`src/rtl/fpga_rst_strap_seq_if.sv`:
```
// Pad-side and status signals of the reset sequencer / strap sampler.
// The master modport drives the pads; the slave modport is the sequencer.
interface fpga_rst_strap_seq_if #(
  parameter int NumRstSrc  = 2,
  parameter int NumDomains = 3,
  parameter int NumStraps  = 2
);
  logic [NumRstSrc-1:0]  rst_req_i;
  logic                  pll_locked_i;
  logic [NumStraps-1:0]  strap_i;
  logic                  cause_clr_i;
  logic [NumDomains-1:0] rst_domain_no;
  logic [NumStraps-1:0]  strap_o;
  logic                  strap_valid_o;
  logic [NumRstSrc-1:0]  rst_cause_o;
  logic                  lock_lost_o;

  modport master (
    output rst_req_i, pll_locked_i, strap_i, cause_clr_i,
    input  rst_domain_no, strap_o, strap_valid_o, rst_cause_o, lock_lost_o
  );

  modport slave (
    input  rst_req_i, pll_locked_i, strap_i, cause_clr_i,
    output rst_domain_no, strap_o, strap_valid_o, rst_cause_o, lock_lost_o
  );
endinterface

```
`src/rtl/fpga_rst_strap_seq.sv`:
```
// Reset sequencer: synchronises/debounces reset requests and PLL lock, latches
// boot straps once per sequence, releases domain resets staggered, records cause.
module fpga_rst_strap_seq #(
  parameter int NumRstSrc      = 2,
  parameter int NumDomains     = 3,
  parameter int NumStraps      = 2,
  parameter int DebounceCycles = 16,
  parameter int StaggerCycles  = 8
) (
  input logic clk_i,
  input logic rst_i,
  fpga_rst_strap_seq_if.slave bus
);

  localparam int CntMax = (DebounceCycles > StaggerCycles) ? DebounceCycles : StaggerCycles;
  localparam int CntW   = $clog2(CntMax + 1);
  localparam logic [CntW-1:0] DebLast = CntW'(DebounceCycles - 1);
  localparam logic [CntW-1:0] StgLast = CntW'(StaggerCycles - 1);

  typedef enum logic [2:0] {
    ST_ASSERT,
    ST_QUIET,
    ST_STRAP,
    ST_RELEASE,
    ST_RUN
  } state_t;

  logic [NumRstSrc-1:0]  req_meta_reg, req_sync_reg;
  logic                  lock_meta_reg, lock_sync_reg;
  logic [NumStraps-1:0]  strap_meta_reg, strap_sync_reg;

  state_t                state_reg, state_next;
  logic [CntW-1:0]       cnt_reg, cnt_next;
  logic [NumDomains-1:0] dom_reg, dom_next, dom_shift;
  logic [NumStraps-1:0]  strap_reg, strap_next;
  logic                  valid_reg, valid_next;
  logic [NumRstSrc-1:0]  cause_reg, cause_next;
  logic                  lock_lost_reg, lock_lost_next;
  logic                  set_cause;
  logic                  clean;

  // Request syncs reset to "requesting" and lock to "unlocked" so the
  // sequencer never sees a spurious clean window straight out of reset.
  always_ff @(posedge clk_i or posedge rst_i) begin
    if (rst_i) begin
      req_meta_reg   <= '1;
      req_sync_reg   <= '1;
      lock_meta_reg  <= 1'b0;
      lock_sync_reg  <= 1'b0;
      strap_meta_reg <= '0;
      strap_sync_reg <= '0;
    end else begin
      req_meta_reg   <= bus.rst_req_i;
      req_sync_reg   <= req_meta_reg;
      lock_meta_reg  <= bus.pll_locked_i;
      lock_sync_reg  <= lock_meta_reg;
      strap_meta_reg <= bus.strap_i;
      strap_sync_reg <= strap_meta_reg;
    end
  end

  assign clean = ~|req_sync_reg & lock_sync_reg;

  // Thermometer step: releasing the next domain shifts in one more '1'.
  generate
    for (genvar gi = 0; gi < NumDomains; gi++) begin : g_shift
      if (gi == 0) begin : g_first
        assign dom_shift[gi] = 1'b1;
      end else begin : g_rest
        assign dom_shift[gi] = dom_reg[gi-1];
      end
    end
  endgenerate

  always_ff @(posedge clk_i or posedge rst_i) begin
    if (rst_i) begin
      state_reg     <= ST_ASSERT;
      cnt_reg       <= '0;
      dom_reg       <= '0;
      strap_reg     <= '0;
      valid_reg     <= 1'b0;
      cause_reg     <= '0;
      lock_lost_reg <= 1'b0;
    end else begin
      state_reg     <= state_next;
      cnt_reg       <= cnt_next;
      dom_reg       <= dom_next;
      strap_reg     <= strap_next;
      valid_reg     <= valid_next;
      cause_reg     <= cause_next;
      lock_lost_reg <= lock_lost_next;
    end
  end

  always_comb begin
    state_next = state_reg;
    cnt_next   = cnt_reg;
    dom_next   = dom_reg;
    strap_next = strap_reg;
    valid_next = valid_reg;
    set_cause  = 1'b0;

    if (state_reg != ST_ASSERT && !clean) begin
      state_next = ST_ASSERT;
      cnt_next   = '0;
      dom_next   = '0;
      valid_next = 1'b0;
      // Noise while still debouncing is not a reset cause; only a drop out of
      // an established sequence is.
      set_cause  = (state_reg != ST_QUIET);
    end else begin
      case (state_reg)
        ST_ASSERT: begin
          cnt_next   = '0;
          dom_next   = '0;
          valid_next = 1'b0;
          if (clean) state_next = ST_QUIET;
        end
        ST_QUIET: begin
          if (cnt_reg == DebLast) begin
            state_next = ST_STRAP;
            cnt_next   = '0;
          end else begin
            cnt_next = cnt_reg + CntW'(1);
          end
        end
        ST_STRAP: begin
          strap_next = strap_sync_reg;
          valid_next = 1'b1;
          dom_next   = dom_shift;
          cnt_next   = '0;
          state_next = (NumDomains == 1) ? ST_RUN : ST_RELEASE;
        end
        ST_RELEASE: begin
          if (cnt_reg == StgLast) begin
            dom_next = dom_shift;
            cnt_next = '0;
            if (dom_shift[NumDomains-1]) state_next = ST_RUN;
          end else begin
            cnt_next = cnt_reg + CntW'(1);
          end
        end
        default: ;
      endcase
    end

    // A cause set on the same edge as a clear survives the clear.
    cause_next     = (cause_reg & ~{NumRstSrc{bus.cause_clr_i}})
                   | (set_cause ? req_sync_reg : '0);
    lock_lost_next = (lock_lost_reg & ~bus.cause_clr_i) | (set_cause & ~lock_sync_reg);
  end

  assign bus.rst_domain_no = dom_reg;
  assign bus.strap_o       = strap_reg;
  assign bus.strap_valid_o = valid_reg;
  assign bus.rst_cause_o   = cause_reg;
  assign bus.lock_lost_o   = lock_lost_reg;

endmodule
```
`src/flat_wrapper.sv`:
```
// flat-port wrapper written by rule: the top's interface ports become plain ports
module fpga_rst_strap_seq_flat 
#(
  parameter int NumRstSrc      = 2,
  parameter int NumDomains     = 3,
  parameter int NumStraps      = 2,
  parameter int DebounceCycles = 16,
  parameter int StaggerCycles  = 8
)
  (clk_i, rst_i, bus_rst_req_i, bus_pll_locked_i, bus_strap_i, bus_cause_clr_i, bus_rst_domain_no, bus_strap_o, bus_strap_valid_o, bus_rst_cause_o, bus_lock_lost_o);
  fpga_rst_strap_seq_if #(.NumRstSrc(NumRstSrc), .NumDomains(NumDomains), .NumStraps(NumStraps)) bus_i ();
  input logic clk_i;
  input logic rst_i;
  input wire logic [$bits(bus_i.rst_req_i)-1:0] bus_rst_req_i;
  input wire logic [$bits(bus_i.pll_locked_i)-1:0] bus_pll_locked_i;
  input wire logic [$bits(bus_i.strap_i)-1:0] bus_strap_i;
  input wire logic [$bits(bus_i.cause_clr_i)-1:0] bus_cause_clr_i;
  output wire logic [$bits(bus_i.rst_domain_no)-1:0] bus_rst_domain_no;
  output wire logic [$bits(bus_i.strap_o)-1:0] bus_strap_o;
  output wire logic [$bits(bus_i.strap_valid_o)-1:0] bus_strap_valid_o;
  output wire logic [$bits(bus_i.rst_cause_o)-1:0] bus_rst_cause_o;
  output wire logic [$bits(bus_i.lock_lost_o)-1:0] bus_lock_lost_o;
  assign bus_i.rst_req_i = bus_rst_req_i;
  assign bus_i.pll_locked_i = bus_pll_locked_i;
  assign bus_i.strap_i = bus_strap_i;
  assign bus_i.cause_clr_i = bus_cause_clr_i;
  assign bus_rst_domain_no = bus_i.rst_domain_no;
  assign bus_strap_o = bus_i.strap_o;
  assign bus_strap_valid_o = bus_i.strap_valid_o;
  assign bus_rst_cause_o = bus_i.rst_cause_o;
  assign bus_lock_lost_o = bus_i.lock_lost_o;
  fpga_rst_strap_seq #(.NumRstSrc(NumRstSrc), .NumDomains(NumDomains), .NumStraps(NumStraps), .DebounceCycles(DebounceCycles), .StaggerCycles(StaggerCycles)) u_core (.clk_i(clk_i), .rst_i(rst_i), .bus(bus_i));
endmodule
```
`config.mk`:
```
export PLATFORM = sky130hd
export DESIGN_NAME = fpga_rst_strap_seq_flat
export DESIGN_NICKNAME = d
export VERILOG_FILES = /design/src/rtl/fpga_rst_strap_seq_if.sv /design/src/rtl/fpga_rst_strap_seq.sv /design/src/flat_wrapper.sv
export SDC_FILE = /design/constraint.sdc
export NUM_CORES = 1
export LEC_CHECK = 0
export BUFFER_PORTS_ARGS = -buffer_cell sky130_fd_sc_hd__buf_2
export CORE_MARGIN = 3
export CORE_UTILIZATION = 45
export CTS_CLUSTER_SIZE = 16
export DETAILED_ROUTE_END_ITERATION = 16
export PLACE_DENSITY_LB_ADDON = 0.3
export REMOVE_ABC_BUFFERS = 1
export SETUP_SLACK_MARGIN = 0.3
export SKIP_CTS_REPAIR_TIMING = 1
export SLEW_MARGIN = 0
export SYNTH_ARGS = -nofsm -noshare
export SYNTH_HDL_FRONTEND = slang
export SYNTH_SLANG_ARGS = --single-unit
```
`constraint.sdc`:
```
create_clock -name clk_i -period 5.51 [get_ports clk_i]
set_clock_uncertainty 0.1 [all_clocks]
set_input_delay 0 -clock clk_i [delete_from_list [all_inputs] [get_ports clk_i]]
set_output_delay 0 -clock clk_i [all_outputs]
set_load 0.01 [all_outputs]
```
Word-level counts from Yosys, hierarchy flattened
Cells that the tools add are included.
- register bits after elaboration: 27
- bits of input ports: 8
- output and inout port bits: 9
- word-level logic and storage cells: 65
- add/subtract/negate cells: 1
- equal/unequal tests: 10
- muxes and demuxes: 17
- bitwise logic cells: 10
- reductions and logical operators: 14
- operators by type and width (kind ; number):
    two-way mux 3 bit ; 7
    two-way mux 5 bit ; 3
    != test 3 x 1 -> 1 bit, second input constant ; 5
    case mux 5 bit (3 select lines) ; 1
    case mux 3 bit (4 select lines) ; 1
    case mux 3 bit (3 select lines) ; 1
    nonzero test 4 bit ; 2
    == test 3 x 2 -> 1 bit, second input constant ; 2
    nonzero test 3 bit ; 2
    adder 5 x 1 -> 5 bit, second input constant ; 1
    == test 5 x 3 -> 1 bit, second input constant ; 1
    == test 5 x 4 -> 1 bit, second input constant ; 1
    AND reduction 5 bit ; 1
    nonzero test 5 bit ; 1
    AND reduction 2 bit ; 2
    OR reduction 2 bit ; 2
    bitwise AND 1 bit ; 3
    == test 3 x 1 -> 1 bit, second input constant ; 1
    logical NOT 3 bit ; 1
    inverter 1 bit ; 3
    bitwise AND 2 bit ; 1
    logical NOT 1 bit ; 2
    two-way mux 1 bit ; 2
    two-way mux 2 bit ; 1
    5 further kinds ; 5

Logic depth before layout (Yosys ltp)
Gate-level depths: netlist of the first run.
- depth after elaboration: 8
- depth in mapped cells: 8

Worst setup path after synthesis of the first run
Ideal clock, no wire load.
- path type: reg-to-reg
- start: reg u_core.cnt_reg[0]
- end: reg u_core.cnt_reg[3]
- library setup time: 0.083 ns
- arrival time: 1.647 ns
- data required time: 5.327 ns
- setup slack: 3.680 ns
- stages on the path, launching flop included: 9
- buffers on the path: 0
- period minus slack after synthesis: 1.830 ns
- path through: dfrtp_1 -> ha_1 -> nand3_1 -> inv_1 -> ha_1 -> or3b_1 -> o211ai_2 -> nand3_2 -> a31oi_1
- word-level cells in the longest chain between the ends: 4
- elaborated cells between the ends (all ways): 7
- those cells by class: add/sub (1); eq/ne (2); mux (4)
- ends and longest elaborated chain (element ; RTL line ; text):
    start: declaration ; fpga_rst_strap_seq.sv:33 ; logic [CntW-1:0] cnt_reg, cnt_next;
    start signal: assignment ; fpga_rst_strap_seq.sv:86 ; cnt_reg <= cnt_next;
    adder 5 x 1 -> 5 bit, or another cell as far along ; fpga_rst_strap_seq.sv:124, fpga_rst_strap_seq.sv:140 ;
    two-way mux 5 bit (on tied branches) ; fpga_rst_strap_seq.sv:135, fpga_rst_strap_seq.sv:120 ;
    case mux 5 bit (3 select lines) (*) ; fpga_rst_strap_seq.sv:112 ; case (state_reg)
    two-way mux 5 bit (*) ; fpga_rst_strap_seq.sv:103 ; if (state_reg != ST_ASSERT && !clean) begin
Mark *: on every way between the ends. The rest lies on a longest branch, timed or not.
A chain may end at the register's enable or synchronous reset.

Worst setup path after layout of the first run
Ends and elaborated chain as after synthesis.

==> metrics.md, run 1 <==
| Metric | Value |
|---|---|
| Die W | 56.3 microns |
| Routed Antenna Nets | 0 |
| TritonRoute pass-1 iters | 4 |
| Nets | between 100 and 150 |
| Yosys cell types | 29 |
| Critical path required time | 5650 ps |
| Tot Pwr | approximately 0.3 mW |
| Commonest non-fill, non-tap cells in the layout | 23 x dfrtp_1, 16 x buf_2, 11 x nand2_1 |
| Die area | 3170 sq um |
| Global placement routability congestion | 0.717 |
| Final setup viols | 0 |
| Initial core utilization | between 40% and 50% |
| WHS Path Cells | 2 |
| Netlist Area Pre-Place | roughly 1100 sq um |
| Hold Path Origin | bus_rst_req_i[0] |
| Post-route DRC | 0 |
| Syn Inst Count | 105 |
| Ys Warns | 0 |
| Worst-Margin Slew | approximately 970 ps |
| Status | complete, no violations |
| EDFF count, synth | 0 |
| Final Critical Period | 2020 ps |
| Share of layout cells above drive strength 1 | between 20% and 30% |
| Crit path DAT | 2160 ps |
| Worst hold slack | approximately 210 ps |
| Number of flip-flops under the largest register name | 5 |
| DR vias/cell | 5.31 |
| Fmax | approximately 0.50 GHz |
| CTS tree | built |
| Period utilization | between 30% and 40% |
| I/O Buffers | 16 |
| Sequential area share after synthesis | about three fifths |
| Asr flop ratio synth | 100% |
| Syn_area_per_cell | 10.8 sq um |
| CTS Sinks | 27 |
| Leak | approximately 0.6 nW |
| I/O Pins | 17 |
| Clock buffer depth | 2 |
| Max-cap violations | 0 |
| Drt wl/cell | 13.1 microns |
| Global-route wire length before repair | 3330 microns |
| VDD IR-drop max | around 170 uV |
| Clock root buffer | clkbuf_4 |
| Synthesized flop and latch total | 27 |
| DR iter-0 viols | 17 |
| Worst-path fanout max | 4 |
| Chip Height | around 56 microns |
| CTS Buf Count | 3 |
| Slowest CP cell | dfrtp_1 |
| Pwr/cell area | 226 nW/um^2 |
| Largest net degree at the start of global routing | 28 |
| Wire length after detailed routing | 2050 microns |
| P&R area growth vs syn | 17.3% |
| Worst-path clk slew | 130 ps |
| Inserted Diodes | 0 |
| Ys flop type | dfrtp_1 |
| R2R Setup Slk | 3490 ps |
| Htree depth | 1 |
| Critical path endpoint category | flip-flop |
| Min-Delay Endpoint | u_core.req_meta_reg[0] |
| Reg2reg end | u_core.cnt_reg[3] |
| R2R depth | 8 |
| GR Overflow Total | 0 |
| Reg2reg start | u_core.cnt_reg[0] |
| Hold Vio Cnt, Final | 0 |
| Crit-path most repeated cell | ha_1 |
| Vias post-DR | 834 |
| Core ar. | around 2300 sq um |
| Util after Layout | 58.1% |
| Most common cell after layout, fill and taps aside | dfrtp_1 |
| Crit path from | u_core.cnt_reg[0] |
| CP max stage delay | 430 ps |
| Worst setup SP type | flip-flop |
| Global Route Usage Sum | 13.3% |
| Initial antenna violation count | 0 |
| Vias in the first global route | 721 |
| Worst-skew pair later-pin latency | 310 ps |
| Worst min path class | input pin to flip-flop |
| Setup Crit Path Kind | flip-flop to flip-flop |
| RSZ-0062 raised after global routing | false |
| CP Cell Sequence | ha_1, nand3_1, inv_1, ha_1, or3b_1, o211ai_2, nand3_2, a31oi_1 |
| Worst rel slew slack | 35.1% |
| Row count | 17 |
| Final slew viol count | 0 |
| Setup TNS | 0 ps |
routing by layer:
| layer | track usage (%) | up-vias | wire (microns) | share of wire (%) |
|---|---|---|---|---|
| met4 | 7.12 | 0 | 37 | 1.8 |
| met2 | 20.0 | 18 | 1000 | 49 |
| met3 | 2.76 | 4 | 52 | 2.5 |
| met5 | 0 | - | 0 | 0 |
| met1 | 17.8 | 405 | 960 | 47 |
| li1 | - | 407 | - | - |
final cells by class:
class | instances | area (sq um)
multi-input cells | 68 | 417
well taps | 28 | 35.0
fillers | 194 | 962
repair buffers | 23 | 150
clock buffers | 4 | 26.3
inverters | 7 | 26.3
flip-flops and latches | 27 | 681
where the power goes:
group          internal [mW]  leakage (nW)  switching (mW)
Sequential             0.203         0.349         0.00186
Clock                 0.0283        0.0150          0.0535
Combinational        0.00637         0.234         0.00787
worst max path at each step:
stage / endpoint / slack (ps) / cells past startpoint
finish: u_core.cnt_reg[3] / 3490 / 8
global route: u_core.cnt_reg[1] / 3360 / 8
CTS: u_core.cnt_reg[3] / 3500 / 8
detailed placement: u_core.cnt_reg[3] / 3530 / 8
global placement: u_core.cnt_reg[3] / 3640 / 8
floorplan: u_core.cnt_reg[3] / 3680 / 8
synthesized netlist by cell type (2+ instances only):
library cell,number,share of area (%)
nand3b_1,2,1.3
a21oi_1,8,3.5
nor2_1,8,2.6
dfstp_2,4,9.2
nand2b_1,3,1.6
nand2_1,11,3.6
o22ai_1,3,1.6
ha_1,3,3.3
o21ai_0,2,0.88
nor2b_1,2,1.1
mux2_1,2,2.0
nand3_1,4,1.8
dfrtp_1,23,51
buf_2,3,1.3
inv_1,7,2.3
a211oi_1,2,1.3
o21ai_1,6,2.6
worst max-delay path, delay by kind of cell, from the launching register on:
kind            cells  cell delay, ps
buf+inv             1              50
fa+ha+maj           2             460
flops               1             430
simple gates        3             610
compound gates      2             290
stage by stage:
step,cell area (sq um),setup slack (ps),cells
global route,1340,3360,157
detailed placement,1240,3530,146
CTS,1260,3500,150
global placement,1240,3640,146
finish,1340,3490,157
floorplan,1120,3680,102
cells by family (layout without fill, tap and decap cells):
| family | after synthesis | count (layout) | share of synthesized area [%] |
|---|---|---|---|
| simple gates | 37 | 37 | 17.4 |
| fa+ha+maj | 3 | 3 | 3.30 |
| compound gates | 25 | 25 | 13.1 |
| buf+inv | 10 | 34 | 3.63 |
| mux | 3 | 3 | 2.86 |
| flops | 27 | 27 | 59.8 |
No activity file was read; power rests on OpenSTA's default activity.
==> inputs of run 2 (changes only) <==
--- a/config.mk
+++ b/config.mk
@@ -5,6 +5,7 @@
 export SDC_FILE = /design/constraint.sdc
 export NUM_CORES = 1
 export LEC_CHECK = 0
+export ABC_AREA = 1
 export BUFFER_PORTS_ARGS = -buffer_cell sky130_fd_sc_hd__buf_2
 export CORE_MARGIN = 3
 export CORE_UTILIZATION = 45
==> constraint.sdc (replaced) <==
create_clock -name clk_i -period 1.7 [get_ports clk_i]
set_clock_uncertainty 0.1 [all_clocks]
set_input_delay 0 -clock clk_i [delete_from_list [all_inputs] [get_ports clk_i]]
set_output_delay 0 -clock clk_i [all_outputs]
set_load 0.01 [all_outputs]
==> run 2 against run 1 <==
Effect of this change:
- first-iteration DRC count rose by 53%
- utilization rose by 5.7 points
- critical path type unchanged
- sequential share of layout area fell by 8.9 points
- wire length rose by 27%
- largest cell class unchanged
- highest routed layer unchanged
- critical endpoint is now u_core.state_reg[0]
- sequential cell count did not move
==> metrics.md, run 2 <==
| Metric | Value |
|---|---|
| Syn_area_per_cell | 9.30 sq um |
| DR iter-0 viols | 26 |
| Final Critical Period | 1620 ps |
| Commonest non-fill, non-tap cells in the layout | 22 x nand2_1, 20 x dfrtp_1, 16 x buf_2 |
| TritonRoute pass-1 iters | 4 |
| Die W | 58.4 microns |
| Critical path required time | 1880 ps |
| I/O Pins | 17 |
| Worst setup SP type | flip-flop |
| Row count | 18 |
| Worst min path class | input pin to asynchronous set/reset pin |
| Core ar. | 2540 sq um |
| Clock root buffer | clkbuf_4 |
| Vias post-DR | about 1000 |
| Ys Warns | 0 |
| Sequential area share after synthesis | 55.0% |
| Number of flip-flops under the largest register name | 5 |
| Worst rel slew slack | 78.1% |
| Worst-skew pair later-pin latency | 330 ps |
| Slowest CP cell | dfrtp_1 |
| Post-Layout Cell Count | 202 |
| CP Cell Sequence | ha_2, nand2_2, inv_2, nand2_2, inv_2, ha_4, inv_4, nand3_2, nand2_2, nand2_2, nand4_1, nand2_1, nand2_1 |
| Most common cell after layout, fill and taps aside | nand2_1 |
| Util after Layout | 63.9% |
| Worst-path fanout max | 4 |
| Global Route Usage Sum | ~15% |
| Synthesized flop and latch total | 27 |
| Largest net degree at the start of global routing | 28 |
| Post-DP HPWL | 1620 microns |
| CTS Sinks | 27 |
| I/O Buffers | 16 |
| Asr flop ratio synth | between 90% and 100% |
| Cell taking the most area after synthesis | dfrtp_1 |
| Max-cap violations | 0 |
| Multi-input combinational cell area | 547 sq um |
| Die area | about 3400 sq um |
| CTS tree | built |
| Initial core utilization | 48.6% |
| Final slew viol count | 0 |
| Final setup viols | 0 |
| Critical path endpoint category | flip-flop |
| Crit path from | u_core.cnt_reg[1] |
| Fmax | 0.616 GHz |
| Hold Vio Cnt, Final | 0 |
| Register area | 684 sq um |
| GR Overflow Total | 0 |
| Worst-path clk slew | 160 ps |
| Wire length after detailed routing | 2620 microns |
| Routed Antenna Nets | 0 |
| Tot Pwr | 1.94 mW |
| Period utilization | a little over nine tenths |
| Global-route wire length before repair | 3910 microns |
| P&R area growth vs syn | 31.3% |
| DR vias/cell | 5.05 |
| Share of layout cells above drive strength 1 | 44.2% |
| Most numerous cell in the Yosys netlist | nand2_1 |
| Post-synth top cells | 30 x nand2_1, 23 x dfrtp_1, 19 x inv_1, 9 x nand3_1, 7 x o21ai_1 |
| Cell count after placement | 181 |
| Reg2reg start | u_core.cnt_reg[1] |
| Synth area leaders | dfrtp_1 47%, nand2_1 9.1%, dfstp_2 8.5% |
| Clock buffer depth | 2 |
| Pwr/cell area | approximately 1200 nW/um^2 |
| Worst hold slack | 124 ps |
| Vias in the first global route | just over 900 |
| Post-route DRC | 0 |
| Setup TNS | 0 ps |
| Ys flop type | dfrtp_1 |
| Post-synth top area share | 46.5% |
| Worst-Margin Slew | 326 ps |
| Netlist Area Pre-Place | 1240 sq um |
| Nets | 184 |
| Chip Height | 58.4 microns |
| Inserted Diodes | 0 |
| Drt wl/cell | 13.0 microns |
| Leak | a little over 0.8 nW |
| Htree depth | 1 |
| Syn Inst Count | 133 |
| Crit-path most repeated cell | nand2_2 |
| CP max stage delay | 420 ps |
| CTS Buf Count | 3 |
| Yosys cell types | 23 |
| Crit path DAT | around 1800 ps |
| RSZ-0062 raised after global routing | true |
| Status | complete, no violations |
| Setup Crit Path Kind | flip-flop to flip-flop |
| Global placement routability congestion | 0.955 |
| VDD IR-drop max | 837 uV |
| Initial antenna violation count | 0 |
| Fill count | 203 |
| EDFF count, synth | 0 |
run 2: cell count changes in the layout (fill, tap and decap cells not counted), moves of 4 or more:
cell / delta
a21oi_1: -4
nand3_1: +4
nand2_2: +10
nand2_1: +11
buf_4: +12
inv_2: +6
nor2_1: -4
inv_1: +8
run 2: area by class of cell:
class	instances	share of cell area (%)
repair buffers	35	14.8
clock buffers	3	1.39
multi-input cells	84	33.6
inverters	22	5.23
flip-flops and latches	27	42.1
clock inverters	1	0.539
well taps	30	2.31
run 2: report_power, final:
part	internal, mW	switching (mW)
clock network	0.0962	0.205
registers	0.750	0.0971
logic	0.329	0.458
run 2: final timing paths:
| check | to | slack (ps) | cells after the start |
|---|---|---|---|
| worst min register to register | u_core.req_sync_reg[0] | 270 | 0 |
| max in group asynchronous | u_core.req_sync_reg[1] | 1080 | 4 |
| worst max-delay path | u_core.state_reg[0] | 80 | 13 |
| min in group clk_i | u_core.req_meta_reg[1] | 190 | 2 |
| worst min-delay path | u_core.bus.strap_o[1] | 120 | 4 |
| worst max register to register | u_core.state_reg[0] | 80 | 13 |
run 2: cell families (layout without fill, tap and decap cells):
kind of cell	count (synthesis)	after routing	share of synthesized area, %
adders and majority gates	3	3	3.03
DFF	27	27	55.0
and+or+nand+nor	57	59	22.5
buffers and inverters	24	61	8.49
muxes	2	2	1.82
AOI/OAI and AO/OA	20	20	9.10
run 2: critical path, delay by kind of cell (launching register included):
kind          cells  cell delay, ps
simple gates      8             550
flops             1             420
fa+ha+maj         2             360
buf+inv           3             140
run 2: routing by layer:
layer | vias up | track usage (%) | wire [microns]
li1 | 510 | - | -
met1 | 476 | 19.4 | 1120
met2 | 27 | 24.6 | 1320
met3 | 8 | 2.63 | 98
met4 | 0 | 6.95 | 74
met5 | - | 0 | 0
run 2: stage by stage:
| stage | instance area [sq um] | setup WS [ps] |
|---|---|---|
| 6_report | 1630 | 76.8 |
| 5_1_grt | 1630 | -78.0 |
| 4_1_cts | 1390 | -52.6 |
| 3_5_place_dp | 1360 | -18.7 |
| 3_3_place_gp | 1360 | 53.9 |
| 2_1_floorplan | 1210 | 116 |
==> inputs of run 3 (changes only) <==
--- a/config.mk
+++ b/config.mk
@@ -7,6 +7,7 @@
 export LEC_CHECK = 0
 export ABC_AREA = 1
 export BUFFER_PORTS_ARGS = -buffer_cell sky130_fd_sc_hd__buf_2
+export CORE_ASPECT_RATIO = 0.8
 export CORE_MARGIN = 3
 export CORE_UTILIZATION = 45
 export CTS_CLUSTER_SIZE = 16
==> run 3 against run 2 <==
Effect of this change:
- hold slack improved by 15 ps
- sequential power decreased by 0.6%
- worst setup slack got worse by 22 ps
- power decreased by 6.0%
- largest cell class unchanged
==> metrics.md, run 3 (synthesis gave the netlist of run 2 again) <==
| Metric | Value |
|---|---|
| Status | complete, no violations |
| Reg2reg start | u_core.cnt_reg[1] |
| Cell count after placement | between 150 and 200 |
| Combinational share of power | 37.9% |
| VDD IR-drop max | 644 uV |
| Global Route Usage Sum | 14.7% |
| Worst-path fanout max | 4 |
| Metal1 wirelength | 1080 microns |
| Commonest non-fill, non-tap cells in the layout | 22 x nand2_1, 20 x dfrtp_1, 16 x buf_2 |
| Sw Ratio | 37.7% |
| Share of layout cells above drive strength 1 | approximately 42% |
| Slowest CP cell | dfrtp_1 |
| Row count | 16 |
| Crit path from | u_core.cnt_reg[1] |
| Hold Vio Cnt, Final | 0 |
| Post-route DRC | 0 |
| Final slew viol count | 0 |
| Number of flip-flops under the largest register name | 5 |
| Critical path endpoint category | flip-flop |
| CTS Sinks | 27 |
| Fill count | 212 |
| Crit path DAT | roughly 1800 ps |
| Worst-skew pair later-pin latency | 330 ps |
| Final setup viols | 0 |
| I/O Buffers | 16 |
| Inserted Diodes | 0 |
| Worst-Margin Slew | 336 ps |
| Clock root buffer | clkbuf_4 |
| Final Critical Period | 1650 ps |
| Period utilization | between 90% and 100% |
| Worst-path clk slew | 140 ps |
| CTS tree | built |
| Drt wl/cell | approximately 11 microns |
| Tot Pwr | 1.82 mW |
| Pre-CTS WS | -2.73 ps |
| DR vias/cell | 4.77 |
| Most common cell after layout, fill and taps aside | nand2_1 |
| CP Cell Sequence | ha_2, nand2_2, inv_2, nand2_2, inv_2, ha_4, inv_4, nand3_2, nand2_2, nand2_2, nand4_1, nand2_1, nand2_1 |
| Initial core utilization | 49.1% |
| Sw Pwr | 0.686 mW |
| Worst hold slack | around 140 ps |
| Post-DP HPWL | roughly 1600 microns |
| Setup Crit Path Kind | flip-flop to flip-flop |
| Vias post-DR | slightly below 1000 |
| Global-route wire length before repair | between 3000 and 4000 microns |
| Met3 WL | 115 microns |
| Clock share of power | between 15 and 20% |
| CP max stage delay | 410 ps |
| CTS Buf Count | 3 |
| Core ar. | approximately 2500 sq um |
| P&R area growth vs syn | 29.0% |
| RSZ-0062 raised after global routing | true |
| Wire length after detailed routing | 2310 microns |
| Seq pwr share | 46.3% |
| Nets | approximately 180 |
| Max-cap violations | 0 |
| Initial antenna violation count | 0 |
| Fin worst setup slack | 54.5 ps |
| Worst rel slew slack | 77.5% |
| I/O Pins | 17 |
| Pwr/cell area | 1140 nW/um^2 |
| Die area | 3420 sq um |
| Post-Layout Cell Count | roughly 200 |
| TritonRoute pass-1 iters | 4 |
| Largest net degree at the start of global routing | 28 |
| Critical path required time | 1880 ps |
| Clock buffer depth | 2 |
| Worst setup SP type | flip-flop |
| Power Internal | 1.13 mW |
| Met2 WL | 1100 microns |
| Routed Antenna Nets | 0 |
| Global placement routability congestion | 0.814 |
| Top Metal Used | met4 |
| Crit-path most repeated cell | nand2_2 |
| GR Overflow Total | 0 |
| Chip Height | between 50 and 60 microns |
| Leak | slightly below 0.8 nW |
| Worst min path class | input pin to asynchronous set/reset pin |
| Fmax | 0.608 GHz |
| Htree depth | 1 |
| Vias in the first global route | 915 |
| DR iter-0 viols | 40 |
| Die W | between 60 and 70 microns |
run 3: worst paths after layout:
| kind | depth (start not counted) | endpoint | slack [ps] |
|---|---|---|---|
| min in group clk_i | 2 | u_core.strap_meta_reg[1] | 200 |
| worst max-delay path | 13 | u_core.state_reg[0] | 50 |
| worst max register to register | 13 | u_core.state_reg[0] | 50 |
| worst min register to register | 0 | u_core.req_sync_reg[1] | 270 |
| max in group asynchronous | 4 | u_core.req_sync_reg[0] | 1070 |
| worst min-delay path | 4 | u_core.bus.strap_o[0] | 140 |
run 3: through the flow:
step                setup TNS (ps)  utilization, %  cell area, sq um
floorplan                        0               -              1210
global placement                 0            54.6              1380
detailed placement           -2.73            54.6              1380
CTS                          -94.3            55.9              1410
global route                  -145            63.3              1600
finish                           0            63.3              1600
run 3: power groups by stage:
stage	logic, mW	registers, mW	clock network (mW)
2_1_floorplan	0.427	0.850	0
3_3_place_gp	0.612	0.840	0
3_5_place_dp	0.623	0.844	0
4_1_cts	0.624	0.834	0.308
5_1_grt	0.783	0.858	0.336
6_report	0.689	0.842	0.287
run 3: critical path: cells and delay by family, from the launching register on:
kind,cells,cell delay (ps)
AND/OR/NAND/NOR,8,570
buffers and inverters,3,150
flip-flops,1,410
adder cells (fa/ha/maj),2,350
run 3: final cells by class:
type | count | area (sq um) | area share, %
clock inverter | 1 | 8.76 | 0.549
clock buffer | 3 | 22.5 | 1.41
sequential | 27 | 684 | 42.9
timing repair buffer | 31 | 226 | 14.2
multi-input combinational | 82 | 524 | 32.8
inverter | 22 | 85.1 | 5.33
tap | 36 | 45.0 | 2.82
run 3: routing by layer:
| layer | track usage (%) | up-vias |
|---|---|---|
| met3 | 4.46 | 2 |
| met5 | 0 | - |
| met1 | 19.2 | 443 |
| met2 | 23.8 | 28 |
| li1 | - | 491 |
| met4 | 4.21 | 0 |
